`src/rtl/da_fir4_serial_pkg.sv`:
```
// Shared constants for the bit-serial DA FIR: tap coefficients, FSM encoding
// and default widths.
package da_fir4_serial_pkg;

   localparam int DATA_WIDTH_DEF  = 8;
   localparam int TABLE_WIDTH_DEF = 4;
   localparam int COEFF_WIDTH_DEF = 12;
   localparam int OUT_WIDTH_DEF   = 20;

   // Index i is the coefficient of tap i, which drives table address bit i.
   localparam logic [3:0][11:0] COEFFS = {12'd510, 12'd341, 12'd132, 12'd41};

   typedef enum logic [1:0] {
      IDLE = 2'd0,
      BUSY = 2'd1,
      DONE = 2'd2
   } state_t;

endpackage

```
`src/rtl/da_coeff_rom.sv`:
```
// Combinational 16-entry DA partial-sum table: each entry is the sum of the
// coefficients whose address bit is set.
module da_coeff_rom
   import da_fir4_serial_pkg::*;
#(
   parameter int TABLE_WIDTH = TABLE_WIDTH_DEF,
   parameter int COEFF_WIDTH = COEFF_WIDTH_DEF
) (
   input  logic [TABLE_WIDTH-1:0] addr,
   output logic [COEFF_WIDTH-1:0] data
);

   always_comb begin
      data = '0;
      for (int i = 0; i < TABLE_WIDTH; i++)
         if (addr[i]) data = data + COEFF_WIDTH'(COEFFS[i]);
   end

endmodule

```
`src/rtl/da_fir4_serial.sv`:
```
// Bit-serial distributed-arithmetic 4-tap FIR: one bit slice of all taps per
// cycle addresses the partial-sum table, accumulated LSB first, sign slice subtracted.
module da_fir4_serial
   import da_fir4_serial_pkg::*;
#(
   parameter int DATA_WIDTH  = DATA_WIDTH_DEF,
   parameter int TABLE_WIDTH = TABLE_WIDTH_DEF,
   parameter int COEFF_WIDTH = COEFF_WIDTH_DEF,
   parameter int OUT_WIDTH   = OUT_WIDTH_DEF
) (
   input  logic                        clk,
   input  logic                        rst_n,
   input  logic                        in_valid,
   input  logic [DATA_WIDTH-1:0]       in_data,
   output logic                        in_ready,
   output logic                        out_valid,
   output logic signed [OUT_WIDTH-1:0] out_data
);

   localparam int CNT_W = $clog2(DATA_WIDTH);

   state_t                                  state, state_nxt;
   logic [TABLE_WIDTH-1:0][DATA_WIDTH-1:0]  taps, wregs;
   logic [CNT_W-1:0]                        count;
   logic [TABLE_WIDTH-1:0]                  addr;
   logic [COEFF_WIDTH-1:0]                  t_val;
   logic signed [OUT_WIDTH-1:0]             acc, acc_nxt, term;
   logic                                    last;

   for (genvar g = 0; g < TABLE_WIDTH; g++) begin : g_addr
      assign addr[g] = wregs[g][0];
   end

   da_coeff_rom #(.TABLE_WIDTH(TABLE_WIDTH), .COEFF_WIDTH(COEFF_WIDTH)) u_rom (
      .addr (addr),
      .data (t_val)
   );

   assign last = (32'(count) == DATA_WIDTH - 1);

   // The final slice carries the sign bit of every tap, so its weight is negative.
   always_comb begin
      term    = {{(OUT_WIDTH-COEFF_WIDTH){1'b0}}, t_val} << count;
      acc_nxt = last ? acc - term : acc + term;
   end

   always_ff @(posedge clk) begin
      if (!rst_n) state <= IDLE;
      else        state <= state_nxt;
   end

   always_comb begin
      state_nxt = state;
      case (state)
         IDLE:    if (in_valid) state_nxt = BUSY;
         BUSY:    if (last)     state_nxt = DONE;
         DONE:                  state_nxt = IDLE;
         default:               state_nxt = IDLE;
      endcase
   end

   always_comb begin
      in_ready  = (state == IDLE);
      out_valid = (state == DONE);
   end

   // out_data is captured with the final sum so it is already valid while DONE.
   always_ff @(posedge clk) begin
      if (!rst_n) begin
         taps     <= '0;
         wregs    <= '0;
         acc      <= '0;
         count    <= '0;
         out_data <= '0;
      end else begin
         case (state)
            IDLE: if (in_valid) begin
               taps  <= {taps[TABLE_WIDTH-2:0], in_data};
               wregs <= {taps[TABLE_WIDTH-2:0], in_data};
               acc   <= '0;
               count <= '0;
            end
            BUSY: begin
               for (int i = 0; i < TABLE_WIDTH; i++) wregs[i] <= wregs[i] >> 1;
               acc   <= acc_nxt;
               count <= count + CNT_W'(1);
               if (last) out_data <= acc_nxt;
            end
            default: ;
         endcase
      end
   end

endmodule
```
`config.mk`:
```
export PLATFORM = sky130hd
export DESIGN_NAME = da_fir4_serial
export DESIGN_NICKNAME = d
export VERILOG_FILES = /design/src/rtl/da_fir4_serial_pkg.sv /design/src/rtl/da_coeff_rom.sv /design/src/rtl/da_fir4_serial.sv
export SDC_FILE = /design/constraint.sdc
export NUM_CORES = 1
export LEC_CHECK = 0
export CAP_MARGIN = 5
export CELL_PAD_IN_SITES_DETAIL_PLACEMENT = 1
export CELL_PAD_IN_SITES_GLOBAL_PLACEMENT = 1
export CORE_MARGIN = 2
export CORE_UTILIZATION = 30
export DETAILED_ROUTE_END_ITERATION = 8
export GPL_TIMING_DRIVEN = 0
export PLACE_DENSITY = 0.61
export SLEW_MARGIN = 10
export SYNTH_ARGS = -nofsm -noshare
export SYNTH_HDL_FRONTEND = slang
export SYNTH_HIERARCHICAL = 1
export SYNTH_SLANG_ARGS = --single-unit
```
`constraint.sdc`:
```
create_clock -name clk -period 14.5 [get_ports clk]
set_clock_uncertainty 0.1 [all_clocks]
set_input_delay 2.175 -clock clk [delete_from_list [all_inputs] [get_ports clk]]
set_output_delay 2.175 -clock clk [all_outputs]
set_load 0.02 [all_outputs]
```
# ---- After elaboration in Yosys (flattened, before gate mapping)
# Index checks and enable logic that the tools add are counted.
dict set report totals {
  ff_bits 101
  input_bits 11
  out_inout_bits 22
  elab_cells 43
}
dict set report op_classes {
  n_addsub 6
  eq_ne 5
  n_shift 1
  n_mux 14
  reduce_logical 6
}
# operator count
set ops {}
lappend ops {{$pmux W32 S2} 1}
lappend ops {{$mux W20} 2}
lappend ops {{$pmux W20 S2} 1}
lappend ops {{$mux W12} 3}
lappend ops {{$mux W32} 1}
lappend ops {{$add A12 B9 Y12 const B} 2}
lappend ops {{$add A20 B20 Y20} 1}
lappend ops {{$shl A12 B3 Y20} 1}
lappend ops {{$sub A20 B20 Y20} 1}
lappend ops {{$add A6 B8 Y9 const B} 1}
lappend ops {{$reduce_and A2 Y1} 4}
lappend ops {{$mux W6} 1}
lappend ops {{$pmux W3 S2} 1}
lappend ops {{$mux W2} 2}
lappend ops {{$ne A2 B2 Y1 const B} 2}
lappend ops {{$pmux W2 S2} 1}
lappend ops {{$add A3 B1 Y3 const B} 1}
lappend ops {{$eq A3 B3 Y1 const B} 1}
lappend ops {{$mux W3} 1}
lappend ops {{$eq A2 B1 Y1 const B} 1}
lappend ops {{$eq A2 B2 Y1 const B} 1}
lappend ops {{$logic_not A2 Y1} 1}
lappend ops {{$reduce_bool A2 Y1} 1}

# ---- Depth between registers and ports, before layout
# Gate-level depths: netlist of the first run.
dict set report logic_depth {
  depth_word 11
  depth_mapped 23
  depth_no_buf 21
}

# ---- Hierarchy
# Netlist of the first run, hierarchy kept.
# mod n_inst cells_each area_per_inst_um2 seq_area_each_um2
set modules_own_cells {}
lappend modules_own_cells {da_fir4_serial 1 764 5811.8 2021.9}
lappend modules_own_cells {da_coeff_rom 1 54 391.6 0.0}

# ---- Least setup slack after synthesis of the first run
# Ideal clock, no wire load.
dict set report synth_timing {
  kind {register to register}
  from {register wregs, in the netlist addr[0]}
  to {register acc[19]}
  t_arrival_ps 4699
  required_time_ps 14283
  slack_ps 9583
  path_stages_with_launch 22
  path_buffers 0
  path_cell_list {dfxtp_1 -> inv_1 -> ha_1 -> and3_4 -> o2111ai_2 -> xnor2_1 -> a211o_1 -> mux4_2 -> mux2i_1 -> nand2_1 -> nor2_2 -> and3_1 -> o22ai_1 -> a22oi_1 -> ha_1 -> and2_1 -> a221oi_2 -> inv_2 -> or4_4 -> o2111ai_2 -> xnor2_1 -> o21ai_1}
}
dict set report synth_via {
  elab_chain_cells 11
  word_cells_on_any_way 12
  classes_between {add/sub: 5; shift: 1; mux: 6}
}
# item line
set synth_lines {}
lappend synth_lines {{from (decl)} da_fir4_serial.sv:23} ;# logic [TABLE_WIDTH-1:0][DATA_WIDTH-1:0] taps, wregs;
lappend synth_lines {{from (signal assigned)} da_fir4_serial.sv:79} ;# wregs <= {taps[TABLE_WIDTH-2:0], in_data};
lappend synth_lines {{$mux W6 *} da_coeff_rom.sv:16} ;# if (addr[i]) data = data + COEFF_WIDTH'(COEFFS[i]);
lappend synth_lines {{$add A6 B8 Y9} da_coeff_rom.sv:16}
lappend synth_lines {{$mux W12 *} da_coeff_rom.sv:16}
lappend synth_lines {{$add A12 B9 Y12} da_coeff_rom.sv:16}
lappend synth_lines {{$mux W12 *} da_coeff_rom.sv:16}
lappend synth_lines {{$add A12 B9 Y12} da_coeff_rom.sv:16}
lappend synth_lines {{$mux W12 *} da_coeff_rom.sv:16}
lappend synth_lines {{net t_val[7]} da_fir4_serial.sv:26} ;# logic [COEFF_WIDTH-1:0] t_val;
lappend synth_lines {{$shl A12 B3 Y20 *} da_fir4_serial.sv:43} ;# term = {{(OUT_WIDTH-COEFF_WIDTH){1'b0}}, t_val} << count;
lappend synth_lines {{$add A20 B20 Y20 or $sub A20 B20 Y20 (tied branches)} da_fir4_serial.sv:44} ;# acc_nxt = last ? acc - term : acc + term;
lappend synth_lines {{$mux W20 *} da_fir4_serial.sv:44}
lappend synth_lines {{$pmux W20 S2 *} da_fir4_serial.sv:76} ;# case (state)
lappend synth_lines {{to (signal assigned)} da_fir4_serial.sv:85} ;# acc <= acc_nxt;
lappend synth_lines {{to (decl)} da_fir4_serial.sv:27} ;# logic signed [OUT_WIDTH-1:0] acc, acc_nxt, term;
# The timed path passes the listed nets; every way through them passes the cells marked *.
# A chain may end at the register's enable or synchronous reset.

# ---- Final worst setup path of the first run
# Same ends and word-level chain as after synthesis.

==> flow_summary_export.csv, run 1 <==
group,metric,value,unit
die,die_x,148,µm
setup_path,path_max_fanout,10,
routing,wl_per_cell,17.6,µm
grt,grt_pass1_wl,32400,µm
grt,grt_overflow,0,
final_layout,nets,898,
sta,max_freq,0.171,GHz
grt,grtUsageMet3,0.0130,
grt,grt_util_met2,0.291,
sta,finalHoldViolations,0,
place,place_inst,1119,
clocking,cts_setup_buffers,0,
routing,routed_wl,20000,µm
grt,grt_max_degree,19,
setup_path,cp-start-kind,"flip-flop",
sta,period_needed,5.83,ns
die,initial_core_util,0.307,
setup_path,cp_data_arrival_time,5.97,ns
synthesis,async_flop_share,0,
synthesis,syn_area,0.00620,mm²
setup_path,end_kind,"flip-flop",
grt,antenna_found_initial,0,
routing,via_count,5941,
sta,maxSlewViolCount,0,
sta,layout_worst_path_cycle_share,0.402,
routing,drt_pre_antenna_iters,4,
synthesis,synth_area_leaders,"dfxtp_1, nand2_1, a21oi_1",
clocking,h-tree-depth,3,
synthesis,synth_edf_count,0,
die,coreArea,0.0202,mm²
final_layout,finalNonFillerCells,1134,
final_layout,multiInputGateArea,0.00384,mm²
place,dpl.hpwl,15300,µm
routing,drt_first_iter_violations,262,
setup_path,cp.required,14.64,ns
setup_path,critPathKind,"reg2reg",
synthesis,netlist.area_leader.share,0.326,
power,leakagePower,2.60,nW
final_layout,fill_cells,2522,
clocking,cts_tree,"built",
routing,ant_nets,0,
clocking,cts_root_buffer,"clkbuf_16",
synthesis,synthFlopType,"dfxtp_1",
synthesis,ys_seq_elements,101,
synthesis,ys_types,81,
synthesis,yosys_warnings,6,
clocking,clock_path_buffers,2,
sta,grt_setup_unrepaired,"false",
synthesis,yosysTopAreaCell,"dfxtp_1",
sta,slew_headroom,0.421,
power,ir_worst_vdd,0.0000490,V
grt,use_met1,0.277,
power,power.density,114,mW/mm²
synthesis,synth.avg_cell_area,7.58,µm²
clocking,clk_pin_slew,0.08,ns
place,globalplace.congestion,0.828,
final_layout,antenna_cells,0,
final_layout,seq_area,0.00202,mm²
job,cap_violations,0,
grt,grt_pass1_vias,5892,
final_layout,drive_above_1_share,0.0787,
grt,gr-max-usage-layer,"met2",
clocking,cts_resized,0,
die,fp.dieH,148,µm
sta,tightest_slew,0.866,ns
sta,setup-violations-final,0,
clocking,cts_buffers,9,
clocking,cts.sinks,101,
place,port_buffers,31,
grt,globalRouteTotalUtil,0.186,
sta,tns,0,ns
routing,vias_per_cell,5.24,
final_layout,synthToLayoutAreaGrowth,15.4,%
synthesis,synth_nets,856,
synthesis,ys_seq_area_frac,0.326,
clocking,clk_latency,0.35,ns
run_status,status,"finished clean",
die,die-area,0.0218,mm²
min_path,hold_path.class,"reg2reg",
synthesis,syn_inst,818,
routing,post-route-drc-count,0,
die,rows,52,
die,ios,33,
clocking,ctsHoldBuffers,0,
per-layer routing:
metal  vias to the layer above  part of all wire
met1                      2875              0.53
li1                       2996                 -
met2                        54              0.43
met3                        16             0.022
met5                         -                 0
met4                         0             0.010
power breakdown:
group          internal, mW  switching (mW)  leakage [nW]
Combinational        0.0956           0.167          1.63
Clock                 0.137           0.117         0.147
Sequential            0.291         0.00827         0.820
kinds of logic after synthesis:
logic type               count (synthesis)  share of synthesized area
AO/OA/AOI/OAI                          235                      0.246
XOR/XNOR                                23                     0.0325
adder cells (fa/ha/maj)                 27                     0.0557
buffers and inverters                   80                     0.0557
flip-flops                             101                      0.326
multiplexers                            22                     0.0438
other                                    1                   0.000605
AND/OR/NAND/NOR                        329                      0.240
cells in the mapped netlist, types with 9 or more instances:
cell type and number:
nand2_1 154, dfxtp_1 101, a21oi_1 81, nor2_1 66
clkbuf_1 38, a31oi_1 35, nand3_1 35, o21ai_0 32
ha_1 26, inv_1 20, nor3_1 14, xnor2_1 14
nor2b_1 12, a21o_1 10, mux2i_1 10, o21a_1 10
buf_2 9, xor2_1 9
metrics by stage:
step	hold slack [ns]	instance area, µm²	utilization	setup WS, ns	total power, mW
floorplan	0.332	6200	-	9.58	0.490
global placement	0.345	6850	0.339	8.76	0.564
detailed placement	0.349	6850	0.339	8.73	0.564
CTS	0.360	7160	0.354	8.67	0.819
global route	0.381	7160	0.354	8.19	0.861
finish	0.357	7160	0.354	8.67	0.816
state kept, by name (all words and copies together) (netlist names):
register	cells
state	2
out_data	20
acc	20
addr	4
taps	24
wregs	28
count	3
critical path, cell delays in order (launching register included):
cell	delay [ns]
dfxtp_1	0.57
ha_1	0.31
nor2b_1	0.06
buf_2	0.19
and4_4	0.21
o21ai_0	0.16
o21ai_0	0.24
mux2i_1	0.47
a21boi_1	0.32
nand3_1	0.13
a21oi_2	0.29
and3_1	0.29
o22ai_1	0.11
a22oi_1	0.27
ha_1	0.37
and2_1	0.20
a221oi_2	0.41
inv_2	0.13
or4_4	0.55
o2111ai_2	0.11
xnor2_1	0.15
o21ai_1	0.07
final timing paths:
check                               from       end  slack [ns]  cells past startpoint
worst max-delay path             addr[0]   acc[19]        8.67                     21
worst min-delay path            taps[15]  taps[15]        0.36                      2
worst max register to register   addr[0]   acc[19]        8.67                     21
worst min register to register  taps[15]  taps[15]        0.36                      2
layout make-up:
| cell class | instances | share of cell area |
|---|---|---|
| clock inverters | 6 | 0.0115 |
| flip-flops and latches | 101 | 0.282 |
| multi-input cells | 637 | 0.536 |
| well taps | 270 | 0.0472 |
| clock buffers | 9 | 0.0315 |
| repair buffers | 31 | 0.0433 |
| plain buffers | 57 | 0.0362 |
| inverters | 23 | 0.0121 |
cells in the final DEF (no fill, tap or decap), types with 3 or more instances in the layout:
cell             Yosys  routed
o21a_1              10      10
or2_2                7       7
clkdlybuf4s50_1      0      31
nand3_1             35      35
and2_1               5       5
or3_1                5       5
buf_6                4       4
a31oi_1             35      35
nand4_1              7       7
o21ai_1              6       6
a21o_1              10      10
inv_1               20      20
a311oi_1             7       7
nor3_1              14      14
ha_1                26      26
dfxtp_1            101     101
clkbuf_16            0       9
a22oi_1              4       4
nor2b_1             12      12
nand2_1            154     154
o211a_1              3       3
o22ai_1              4       4
mux2_2               6       6
clkbuf_1            38      38
buf_2                9       9
o21ai_0             32      32
a21oi_1             81      81
a32oi_1              3       3
buf_1                5       5
nor2_1              66      66
nand2b_1             3       3
mux4_2               3       3
xor2_1               9       9
mux2i_1             10      10
xnor2_1             14      14
a211oi_1             4       4
and3_1               5       5
Note: power is estimated with default switching activity, not from simulation.
==> run 2: changes to the inputs <==
--- a/config.mk
+++ b/config.mk
@@ -12,7 +12,7 @@
 export CORE_UTILIZATION = 30
 export DETAILED_ROUTE_END_ITERATION = 8
 export GPL_TIMING_DRIVEN = 0
-export PLACE_DENSITY = 0.61
+export PLACE_DENSITY = 0.64
 export SLEW_MARGIN = 10
 export SYNTH_ARGS = -nofsm -noshare
 export SYNTH_HDL_FRONTEND = slang
==> constraint.sdc (replaced) <==
create_clock -name clk -period 5.2 [get_ports clk]
set_clock_uncertainty 0.1 [all_clocks]
set_input_delay 0.78 -clock clk [delete_from_list [all_inputs] [get_ports clk]]
set_output_delay 0.78 -clock clk [all_outputs]
set_load 0.02 [all_outputs]
==> run 2 against run 1 <==
Against the previous run:
- sequential share of layout area fell by 1.6 points
- maximum frequency rose by 16%
- first-iteration DRC count rose by 0.76%
- clock power rose to 2.7 times the previous value
- clock-buffer cell count did not move
- critical path type unchanged
- critical endpoint unchanged
==> flow_summary_export.csv, run 2 (synthesis results as in run 1) <==
group,metric,value,unit
run_status,status,"finished clean",
min_path,hold_path.class,"reg2reg",
final_layout,nets,930,
grt,antenna_found_initial,0,
clocking,clk_latency,0.36,ns
grt,grt_pass1_wl,33200,µm
clocking,clock_path_buffers,2,
final_layout,registers.top_by_ff_count,"wregs",
final_layout,layout_common_cells,"nand2_1, dfxtp_1, a21oi_1",
die,initial_core_util,0.307,
grt,grt_overflow,0,
routing,via_count,6152,
sta,tightest_slew,0.823,ns
sta,maxSlewViolCount,0,
sta,layout_worst_path_cycle_share,0.966,
grt,grt_pass1_vias,6157,
setup_path,r2r_setup_slack,0.18,ns
clocking,clk_pin_slew,0.08,ns
setup_path,cp-endpoint,"acc[19]",
final_layout,antenna_cells,0,
die,rows,52,
sta,fin_ws,0.177,ns
routing,vias_per_cell,5.27,
clocking,cts_root_buffer,"clkbuf_16",
setup_path,cp_data_arrival_time,5.18,ns
final_layout,drive_above_1_share,0.144,
grt,globalRouteTotalUtil,0.189,
sta,period_needed,5.02,ns
setup_path,end_kind,"flip-flop",
clocking,cts_buffers,9,
sta,finalHoldViolations,0,
place,globalplace.congestion,0.833,
routing,post-route-drc-count,0,
routing,drt_first_iter_violations,264,
place,dpl.hpwl,15000,µm
routing,ant_nets,0,
setup_path,r2r_end,"acc[19]",
die,ios,33,
final_layout,final_common_cell,"nand2_1",
final_layout,reg.largest.list,"wregs x28, taps x24",
place,port_buffers,31,
setup_path,cp.required,5.35,ns
setup_path,crit_slowest_cell,"or4_4",
job,cap_violations,0,
power,leakagePower,2.78,nW
grt,grt_max_degree,20,
place,dpl_cell_area,0.00685,mm²
setup_path,path_max_fanout,10,
final_layout,synthToLayoutAreaGrowth,22.6,%
clocking,h-tree-depth,3,
setup_path,critPathKind,"reg2reg",
sta,setup-violations-final,0,
power,power.density,307,mW/mm²
final_layout,finalInstanceArea,0.00761,mm²
setup_path,reg2reg_depth,19,
setup_path,cp-start-kind,"flip-flop",
sta,max_freq,0.199,GHz
die,die_x,148,µm
die,die-area,0.0218,mm²
setup_path,max_stage_delay,0.55,ns
clocking,cts.sinks,101,
die,coreArea,0.0202,mm²
die,fp.dieH,148,µm
place,pre_cts_ws,-0.485,ns
final_layout,fin_util,0.376,
routing,drt_pre_antenna_iters,4,
routing,routed_wl,20700,µm
setup_path,cp-startpoint,"addr[0]",
routing,wl_per_cell,17.7,µm
final_layout,largest_register_ffs,28,
setup_path,r2r_start,"addr[0]",
sta,tns,0,ns
clocking,cts_tree,"built",
power,ir_worst_vdd,0.000144,V
sta,slew_headroom,0.450,
setup_path,crit_chain,"ha_2 -> nor2b_1 -> buf_4 -> and4_4 -> mux2_2 -> a22oi_2 -> nor3_1 -> a2bb2oi_2 -> a31oi_1 -> mux4_2 -> a21o_1 -> ha_1 -> a211oi_2 -> nor2_2 -> a221o_1 -> or4_4 -> o2111ai_4 -> xnor2_1 -> o21ai_1",
sta,timing.hold.ws,0.355,ns
-- run 2: cell types whose count changed in the layout (fill, tap and decap cells not counted), sizes merged --
cell and delta:
bufinv -1, buf +30, clkinv +2, clkbuf +2
-- run 2: layout make-up --
class / count / area [µm²]
sequential: 101 / 2030
clock buffer: 9 / 225
fill: 2487 / 12600
tap: 270 / 338
buffer: 57 / 270
inverter: 23 / 86.3
timing repair buffer: 63 / 548
multi-input combinational: 637 / 4040
clock inverter: 7 / 68.8
-- run 2: through the flow --
stage               total power, mW  cells
global placement               1.57   1119
floorplan                      1.37    818
global route                   2.47   1167
finish                         2.33   1167
detailed placement             1.57   1119
CTS                            2.28   1142
-- run 2: routing by layer --
layer / routed length [µm] / track usage / vias up
met3: 394 / 0.0167 / 12
li1: - / - / 3054
met5: 0 / 0 / -
met1: 10700 / 0.274 / 3013
met2: 9430 / 0.309 / 73
met4: 162 / 0.0361 / 0
-- run 2: where the power goes --
group / internal, mW / switching, mW / total [mW]
Clock: 0.337 / 0.338 / 0.675
Combinational: 0.325 / 0.499 / 0.824
Sequential: 0.810 / 0.0238 / 0.834
Total: 1.47 / 0.860 / 2.33
-- run 2: worst min-delay path by stage --
stage                            from          end  cells after the start
after global routing         taps[23]     taps[23]                      2
final                     out_data[4]  out_data[4]                      2
after detailed placement  out_data[8]  out_data[8]                      2
after CTS                 out_data[8]  out_data[8]                      2
after global placement        taps[2]      taps[2]                      2
after floorplan              taps[23]    wregs[31]                      2
-- run 2: timing repair --
action / CTS / global route
hold buffers: 0 / 0
resized for setup: 22 / 31
pin swaps: 7 / 24
buffers inserted: 7 / 25
endpoints found under the setup margin: 9 / 12
-- run 2: worst max-delay path, delay by kind of cell, from the launching register on --
family                     cells  cell delay, ns
DFF                            1            0.37
xor gates and xnor gates       1            0.15
muxes                          2            0.62
adders and majority gates      2            0.60
AOI/OAI and AO/OA              8            1.62
and+or+nand+nor                5            1.27
buffers and inverters          1            0.18
